<file path="config.mk">
export PLATFORM = sky130hd
export DESIGN_NAME = updown_counter_param_flat
export DESIGN_NICKNAME = d
export VERILOG_FILES = /design/src/rtl/updown_counter_param_if.sv /design/src/rtl/updown_counter_param.sv /design/src/flat_wrapper.sv
export SDC_FILE = /design/constraint.sdc
export NUM_CORES = 1
export LEC_CHECK = 0
export ABC_AREA = 1
export CAP_MARGIN = 20
export CORE_MARGIN = 3
export CORE_UTILIZATION = 40
export CTS_BUF_LIST = sky130_fd_sc_hd__clkbuf_16
export CTS_CLUSTER_DIAMETER = 150
export DETAILED_ROUTE_END_ITERATION = 10
export GPL_TIMING_DRIVEN = 0
export PLACE_DENSITY_LB_ADDON = 0.15
export SYNTH_ARGS = -nofsm -noshare
export SYNTH_HDL_FRONTEND = slang
export SYNTH_SLANG_ARGS = --single-unit
export TNS_END_PERCENT = 1
</file>
<file path="constraint.sdc">
create_clock -name clk -period 1.4 [get_ports clk]
set_input_delay 0.14 -clock clk [delete_from_list [all_inputs] [get_ports clk]]
set_output_delay 0.14 -clock clk [all_outputs]
set_load 0.05 [all_outputs]
</file>
<file path="src/rtl/updown_counter_param_if.sv">
// Bus bundle for updown_counter_param: count controls in, count and event flags out.
// Define UDC_MATCH_EN to add the cmp_val/match compare pair.
interface updown_counter_param_if #(
    parameter int WIDTH  = 8,
    parameter int STEP_W = 1
);
    logic              en;
    logic              ctl;
    logic              load;
    logic [WIDTH-1:0]  load_val;
    logic [STEP_W-1:0] step;
    logic [WIDTH-1:0]  out;
    logic              at_max;
    logic              at_min;
    logic              ovf;
    logic              udf;
`ifdef UDC_MATCH_EN
    logic [WIDTH-1:0]  cmp_val;
    logic              match;

    modport master (
        output en, ctl, load, load_val, step, cmp_val,
        input  out, at_max, at_min, ovf, udf, match
    );
    modport slave (
        input  en, ctl, load, load_val, step, cmp_val,
        output out, at_max, at_min, ovf, udf, match
    );
`else
    modport master (
        output en, ctl, load, load_val, step,
        input  out, at_max, at_min, ovf, udf
    );
    modport slave (
        input  en, ctl, load, load_val, step,
        output out, at_max, at_min, ovf, udf
    );
`endif
endinterface

</file>
<file path="src/rtl/updown_counter_param.sv">
// Parametrised up/down counter with load, step, wrap/saturate and boundary event pulses.
// Define UDC_MATCH_EN to add a registered out==cmp_val match flag.
module updown_counter_param #(
    parameter int WIDTH  = 8,
    parameter int LIMIT  = 2**WIDTH - 1,
    parameter int STEP_W = 1,
    parameter bit WRAP   = 1'b1
) (
    input  logic                  clk,
    input  logic                  reset,
    updown_counter_param_if.slave bus
);
    localparam logic [WIDTH:0]   LIMIT_X = (WIDTH+1)'(LIMIT);
    localparam logic [WIDTH:0]   MOD_X   = (WIDTH+1)'(LIMIT + 1);
    localparam logic [WIDTH-1:0] LIMIT_W = WIDTH'(LIMIT);

    logic [WIDTH-1:0] out_q, out_d;
    logic             ovf_q, ovf_d;
    logic             udf_q, udf_d;

    // One extra bit so the up-sum and the boundary compares cannot overflow.
    logic [WIDTH:0] out_x, step_x, load_x;
    logic [WIDTH:0] sum_x, diff_x, wrap_up_x, wrap_dn_x;

    assign out_x     = {1'b0, out_q};
    assign step_x    = (WIDTH+1)'(bus.step);
    assign load_x    = {1'b0, bus.load_val};
    assign sum_x     = out_x + step_x;
    assign diff_x    = out_x - step_x;
    assign wrap_up_x = sum_x - MOD_X;
    assign wrap_dn_x = out_x + MOD_X - step_x;

    always_comb begin
        out_d = out_q;
        ovf_d = 1'b0;
        udf_d = 1'b0;
        if (bus.load) begin
            out_d = (load_x > LIMIT_X) ? LIMIT_W : bus.load_val;
        end else if (bus.en) begin
            if (bus.ctl) begin
                if (sum_x > LIMIT_X) begin
                    ovf_d = 1'b1;
                    out_d = WRAP ? WIDTH'(wrap_up_x) : LIMIT_W;
                end else begin
                    out_d = WIDTH'(sum_x);
                end
            end else begin
                if (step_x > out_x) begin
                    udf_d = 1'b1;
                    out_d = WRAP ? WIDTH'(wrap_dn_x) : '0;
                end else begin
                    out_d = WIDTH'(diff_x);
                end
            end
        end
    end

    always_ff @(posedge clk) begin
        if (reset) begin
            out_q <= '0;
            ovf_q <= 1'b0;
            udf_q <= 1'b0;
        end else begin
            out_q <= out_d;
            ovf_q <= ovf_d;
            udf_q <= udf_d;
        end
    end

    assign bus.out    = out_q;
    assign bus.ovf    = ovf_q;
    assign bus.udf    = udf_q;
    assign bus.at_max = (out_q == LIMIT_W);
    assign bus.at_min = (out_q == '0);

`ifdef UDC_MATCH_EN
    logic match_q;

    // Compare against the next count so match lines up with out in the same cycle.
    always_ff @(posedge clk) begin
        if (reset) begin
            match_q <= 1'b0;
        end else begin
            match_q <= (out_d == bus.cmp_val);
        end
    end

    assign bus.match = match_q;
`endif
endmodule
</file>
<file path="src/flat_wrapper.sv">
// flat-port wrapper written by rule: the top's interface ports become plain ports
module updown_counter_param_flat 
#(
    parameter int WIDTH  = 8,
    parameter int LIMIT  = 2**WIDTH - 1,
    parameter int STEP_W = 1,
    parameter bit WRAP   = 1'b1
)
  (clk, reset, bus_en, bus_ctl, bus_load, bus_load_val, bus_step, bus_out, bus_at_max, bus_at_min, bus_ovf, bus_udf);
  updown_counter_param_if #(.WIDTH(WIDTH), .STEP_W(STEP_W)) bus_i ();
  input  logic clk;
  input  logic reset;
  input wire logic [$bits(bus_i.en)-1:0] bus_en;
  input wire logic [$bits(bus_i.ctl)-1:0] bus_ctl;
  input wire logic [$bits(bus_i.load)-1:0] bus_load;
  input wire logic [$bits(bus_i.load_val)-1:0] bus_load_val;
  input wire logic [$bits(bus_i.step)-1:0] bus_step;
  output wire logic [$bits(bus_i.out)-1:0] bus_out;
  output wire logic [$bits(bus_i.at_max)-1:0] bus_at_max;
  output wire logic [$bits(bus_i.at_min)-1:0] bus_at_min;
  output wire logic [$bits(bus_i.ovf)-1:0] bus_ovf;
  output wire logic [$bits(bus_i.udf)-1:0] bus_udf;
  assign bus_i.en = bus_en;
  assign bus_i.ctl = bus_ctl;
  assign bus_i.load = bus_load;
  assign bus_i.load_val = bus_load_val;
  assign bus_i.step = bus_step;
  assign bus_out = bus_i.out;
  assign bus_at_max = bus_i.at_max;
  assign bus_at_min = bus_i.at_min;
  assign bus_ovf = bus_i.ovf;
  assign bus_udf = bus_i.udf;
  updown_counter_param #(.WIDTH(WIDTH), .LIMIT(LIMIT), .STEP_W(STEP_W), .WRAP(WRAP)) u_core (.clk(clk), .reset(reset), .bus(bus_i));
endmodule
</file>
==> results by stage, run 1 <==
STA:
- The hold slack is roughly 290 ps.
- Across all setup checks in the final design, the least slack found is -1.62 ps.
- At the pin with the least slew margin, the transition time is just over 500 ps.
- The final clock period utilization by the worst path is 1.00.
- The count of pins over their slew limit was 0.
- The final setup TNS is -1.62 ps.
- The final critical-path required period is around 1400 ps.
- The remaining max-slew budget at the tightest pin is 0.663.
- Derived from the worst setup path, the maximum achievable clock frequency is between 0.7 and 0.8 GHz.
- Clock skew on the completed layout was measured at about 0.63 ps.
- Setup repair after global routing could not meet its margin everywhere.
- The final setup violation count is 1.
- The number of hold violations in the final report is 0.

Floorplan:
- The die is roughly 50 um tall.
- During I/O placement, the number of pins put on the boundary was 26.
- The initial cell density of the core is 0.437.
- The area of the die is about 2500 um^2.
- From left edge to right edge, the die measures 50.1 um.
- In this run the core area contains 15 standard-cell rows.
- The placeable core region is roughly 1800 um^2.

Worst setup path:
- For this design, the slowest cell found on the critical path is sky130_fd_sc_hd__dfxtp_4.
- The signal on the critical path passes through ha_4, ha_4, nand2_2, nor2_1, nand2_1, nand3_2, nand3_1, nand2_1, a21oi_1.
- The kind of capture point of the worst setup path is a flop.
- The worst reg2reg path endpoint is u_core.bus.out[6].
- The critical path is of the reg2reg type.
- The kind of cell adding the most delay to the critical path is simple AND/OR/NAND/NOR gates.
- The worst register-to-register path begins at u_core.bus.out[0].
- The maximum fanout along the worst path is 5.
- Counting both buffers and inverters, the worst setup path holds a total of 0.
- The depth of the worst register-to-register path is 9.
- In this run the register-to-register setup slack is -2 ps.
- In this design, the stage delay of the slowest critical-path cell is approximately 370 ps.
- STA classifies the critical path startpoint as a flop.
- The arrival time at the worst endpoint is ~1500 ps.
- The required time of the critical path is approximately 1500 ps.

Power and ir drop:
- For this design the static power due to leakage is 0.576 nW.
- In this run the power density over the cells is 913 nW/um^2.
- The maximum ir drop on the vdd rail is 615 uV.
- The total design power is approximately 0.0012 W.

Final layout:
- The antenna diode count is 0.
- After routing the design area is between 1000 and 1500 um^2.
- The core occupancy in the finished layout is 0.729.
- From synthesis to final layout, the design area changed by 66.8%.
- The share of cells above drive strength 1 is 0.390.
- The number of nets in the finished design is 165.

Drt:
- The number of vias per cell is a little over 5.
- The average wire per cell in the routed design is approximately 14 um.
- The number of DRC violations after detailed-routing iteration 0 is 23.
- The residual DRC count is 0.
- The remaining antenna violation count is 0.
- The first TritonRoute pass finished after 4 iterations.
- The routed via count is 882.
- For this block, the routed nets add up to ~2300 um of wire.

Yosys:
- The portion of synthesized area spent on multiplexers is 0.
- sky130_fd_sc_hd__dfxtp_1 takes more of the synthesized area than any other cell.
- By area the synthesized netlist is led by sky130_fd_sc_hd__dfxtp_1 (26%), sky130_fd_sc_hd__nand2_1 (12%), sky130_fd_sc_hd__nand3_1 (8.3%), sky130_fd_sc_hd__ha_1 (6.4%), sky130_fd_sc_hd__a22oi_1 (4.8%).
- The async set or reset register ratio after synthesis is 0.
- The number of warnings reported in the yosys synthesis log is 0.
- The share of the Yosys chip area taken by registers is 0.257.
- Of the total synthesized cell area, the portion taken by XOR and XNOR cells is 0.0225.
- The most common cell in the synthesized netlist is sky130_fd_sc_hd__nand2_1.
- The flip-flop and latch count after synthesis is 10.
- Sorting the synthesized cells by how often they occur yields sky130_fd_sc_hd__nand2_1 (25), sky130_fd_sc_hd__nand3_1 (13), sky130_fd_sc_hd__dfxtp_1 (10), sky130_fd_sc_hd__inv_1 (10), sky130_fd_sc_hd__nor2_1 (10).
- Synthesis instantiated 27 different standard cells from the library.
- The most used flip-flop cell after synthesis is sky130_fd_sc_hd__dfxtp_1.
- In this run, synthesis inferred 0 flip-flops with an integrated enable.
- The fraction of the mapped netlist area in compound gates is 0.175.
- The cell area after synthesis is between 700 and 800 um^2.
- The fraction of post-synthesis cell area in the top cell type by area is 0.257.
- Synthesis produced a netlist with a net count of roughly 130.
- The average instance in the mapped netlist occupies slightly below 7 um^2.
- The gate count of the mapped netlist is roughly 110.
- The dominant combinational cell family by area after synthesis is simple AND/OR/NAND/NOR gates.
- Of the total synthesized cell area, the portion taken by full adders, half adders and majority gates is 0.0642.
- Of the total synthesized cell area, the portion taken by AND, OR, NAND and NOR gates is 0.364.

Min path:
- For hold timing, the worst endpoint is u_core.bus.out[1].
- The tightest min-delay check is of the in2reg type.
- The startpoint of the worst hold path is bus_load.
- The worst hold path passes through 3 cells.

Outcome:
- The run finished, with violations left.
- The final reports fail on negative setup slack.

Placement:
- The congestion estimate from routability-driven global placement came to approximately 0.85.
- The wire-length estimate of the detail-placed layout is about 1500 um.
- Input and output buffers added on the ports amount to 23.
- Once placement finished, the instance area stood at ~1100 um^2.

Flow run:
- Max-cap violations in this run came to 0.

CTS:
- The number of buffers added to fix hold violations after cts is 0.
- TritonCTS created 3 clock buffers.
- The insertion delay to the later sink of the worst-skew pair is 240 ps.
- The clock tree buffer depth is 2.
- Counting every sink on the clock net gives 10.
- TritonCTS built the clock tree.
- The number of levels the H-tree was split into is 1.
- Clock-pin slew was measured on the worst setup and hold paths at about 40 ps.
- Clock tree synthesis selected as its root buffer the cell sky130_fd_sc_hd__clkbuf_16.

GRT:
- The number of global-route vias before repair came to roughly 800.
- Entering global routing, the biggest net connects 11 pins.
- In the global route stage, overall resource usage came out at 0.177.
- The number of antenna violations at the first check in global routing was 0.
- The wire length of the first global-routing pass is ~3400 um.
- The remaining global-route overflow is 0.
[report_power, final]
group,internal (W),leakage (nW),switching [W]
Sequential,0.000300,0.0871,0.0000326
Clock,0.000374,0.0385,0.000134
Combinational,0.000137,0.450,0.000208
[routing by layer]
layer	wire [um]	GRT usage
met2	1190	0.298
met1	985	0.223
met4	46	0.0691
met3	107	0.0297
met5	0	0
[cell type report]
cell class | count | area [um^2]
multi-input combinational | 86 | 614
fill | 136 | 483
timing repair buffer | 30 | 279
sequential | 10 | 228
clock buffer | 3 | 75.1
inverter | 13 | 48.8
tap | 25 | 31.3
buffer | 3 | 20.0
clock inverter | 1 | 3.75
[per-stage QoR]
step,cells,worst slack [ps]
2_1_floorplan,114,-29.2
3_3_place_gp,162,-423
3_5_place_dp,162,-418
4_1_cts,166,-50.8
5_1_grt,171,-94.0
6_report,171,-1.62
[how the worst max path moves through the flow]
stage	start	end	slack (ps)	cells after the start
after CTS	bus_step	u_core.bus.out[6]	-50	10
after floorplan	u_core.bus.out[4]	bus_at_max	-30	3
after detailed placement	u_core.bus.out[4]	bus_at_min	-420	5
final	u_core.bus.out[0]	u_core.bus.out[6]	-2	9
after global placement	u_core.bus.out[4]	bus_at_min	-420	5
after global routing	u_core.bus.out[0]	u_core.bus.out[6]	-90	9
[repair_timing]
action | in CTS | in global routing
gates resized for setup | 27 | 21
hold endpoints to repair | 0 | 0
setup buffers | 0 | 7
pin swaps | 1 | 10
setup endpoints to repair | 14 | 9
[cell families (layout without fill, tap and decap cells)]
kind of cell,Yosys count,in the layout
and+or+nand+nor,60,60
DFF,10,10
AOI/OAI and AO/OA,20,20
adders and majority gates,4,4
xor gates and xnor gates,2,2
buffers and inverters,18,50
[flip-flops by register name, summed over array words and instances, names as in the netlist]
signal,cells
u_core.bus.ovf,1
u_core.bus.udf,1
u_core.bus.out,8
[cells in the final DEF (no fill, tap or decap), types with 2 or more instances in the layout]
cell type | Yosys | final
sky130_fd_sc_hd__nand2_1 | 25 | 22
sky130_fd_sc_hd__clkdlybuf4s50_1 | 0 | 10
sky130_fd_sc_hd__dlygate4sd2_1 | 0 | 10
sky130_fd_sc_hd__nand3_1 | 13 | 8
sky130_fd_sc_hd__inv_1 | 10 | 7
sky130_fd_sc_hd__nor2_1 | 10 | 7
sky130_fd_sc_hd__dfxtp_4 | 0 | 7
sky130_fd_sc_hd__inv_2 | 3 | 6
sky130_fd_sc_hd__buf_4 | 0 | 6
sky130_fd_sc_hd__nand2_2 | 3 | 5
sky130_fd_sc_hd__nand3_2 | 1 | 5
sky130_fd_sc_hd__o21ai_1 | 4 | 5
sky130_fd_sc_hd__a22oi_1 | 5 | 5
sky130_fd_sc_hd__a21oi_2 | 4 | 5
sky130_fd_sc_hd__buf_6 | 3 | 4
sky130_fd_sc_hd__ha_4 | 0 | 4
sky130_fd_sc_hd__nor2_4 | 2 | 3
sky130_fd_sc_hd__nor2_2 | 1 | 3
sky130_fd_sc_hd__clkbuf_16 | 0 | 3
sky130_fd_sc_hd__xor2_1 | 2 | 2
sky130_fd_sc_hd__a31oi_1 | 2 | 2
sky130_fd_sc_hd__dfxtp_1 | 10 | 2
[worst reg2reg max path, stage by stage, from the launching register on]
cell and delay (ps):
sky130_fd_sc_hd__dfxtp_4 370, sky130_fd_sc_hd__ha_4 150, sky130_fd_sc_hd__ha_4 140, sky130_fd_sc_hd__nand2_2 60
sky130_fd_sc_hd__nor2_1 150, sky130_fd_sc_hd__nand2_1 110, sky130_fd_sc_hd__nand3_2 80, sky130_fd_sc_hd__nand3_1 80
sky130_fd_sc_hd__nand2_1 70, sky130_fd_sc_hd__a21oi_1 50
Power figures use the tool's default switching activity.
==> run 2, diff against run 1 <==
--- a/config.mk
+++ b/config.mk
@@ -14,6 +14,7 @@
 export DETAILED_ROUTE_END_ITERATION = 10
 export GPL_TIMING_DRIVEN = 0
 export PLACE_DENSITY_LB_ADDON = 0.15
+export SLEW_MARGIN = 20
 export SYNTH_ARGS = -nofsm -noshare
 export SYNTH_HDL_FRONTEND = slang
 export SYNTH_SLANG_ARGS = --single-unit
==> results of run 2 <==
Same layout as run 1: the final DEF is identical, and so are final timing and power.
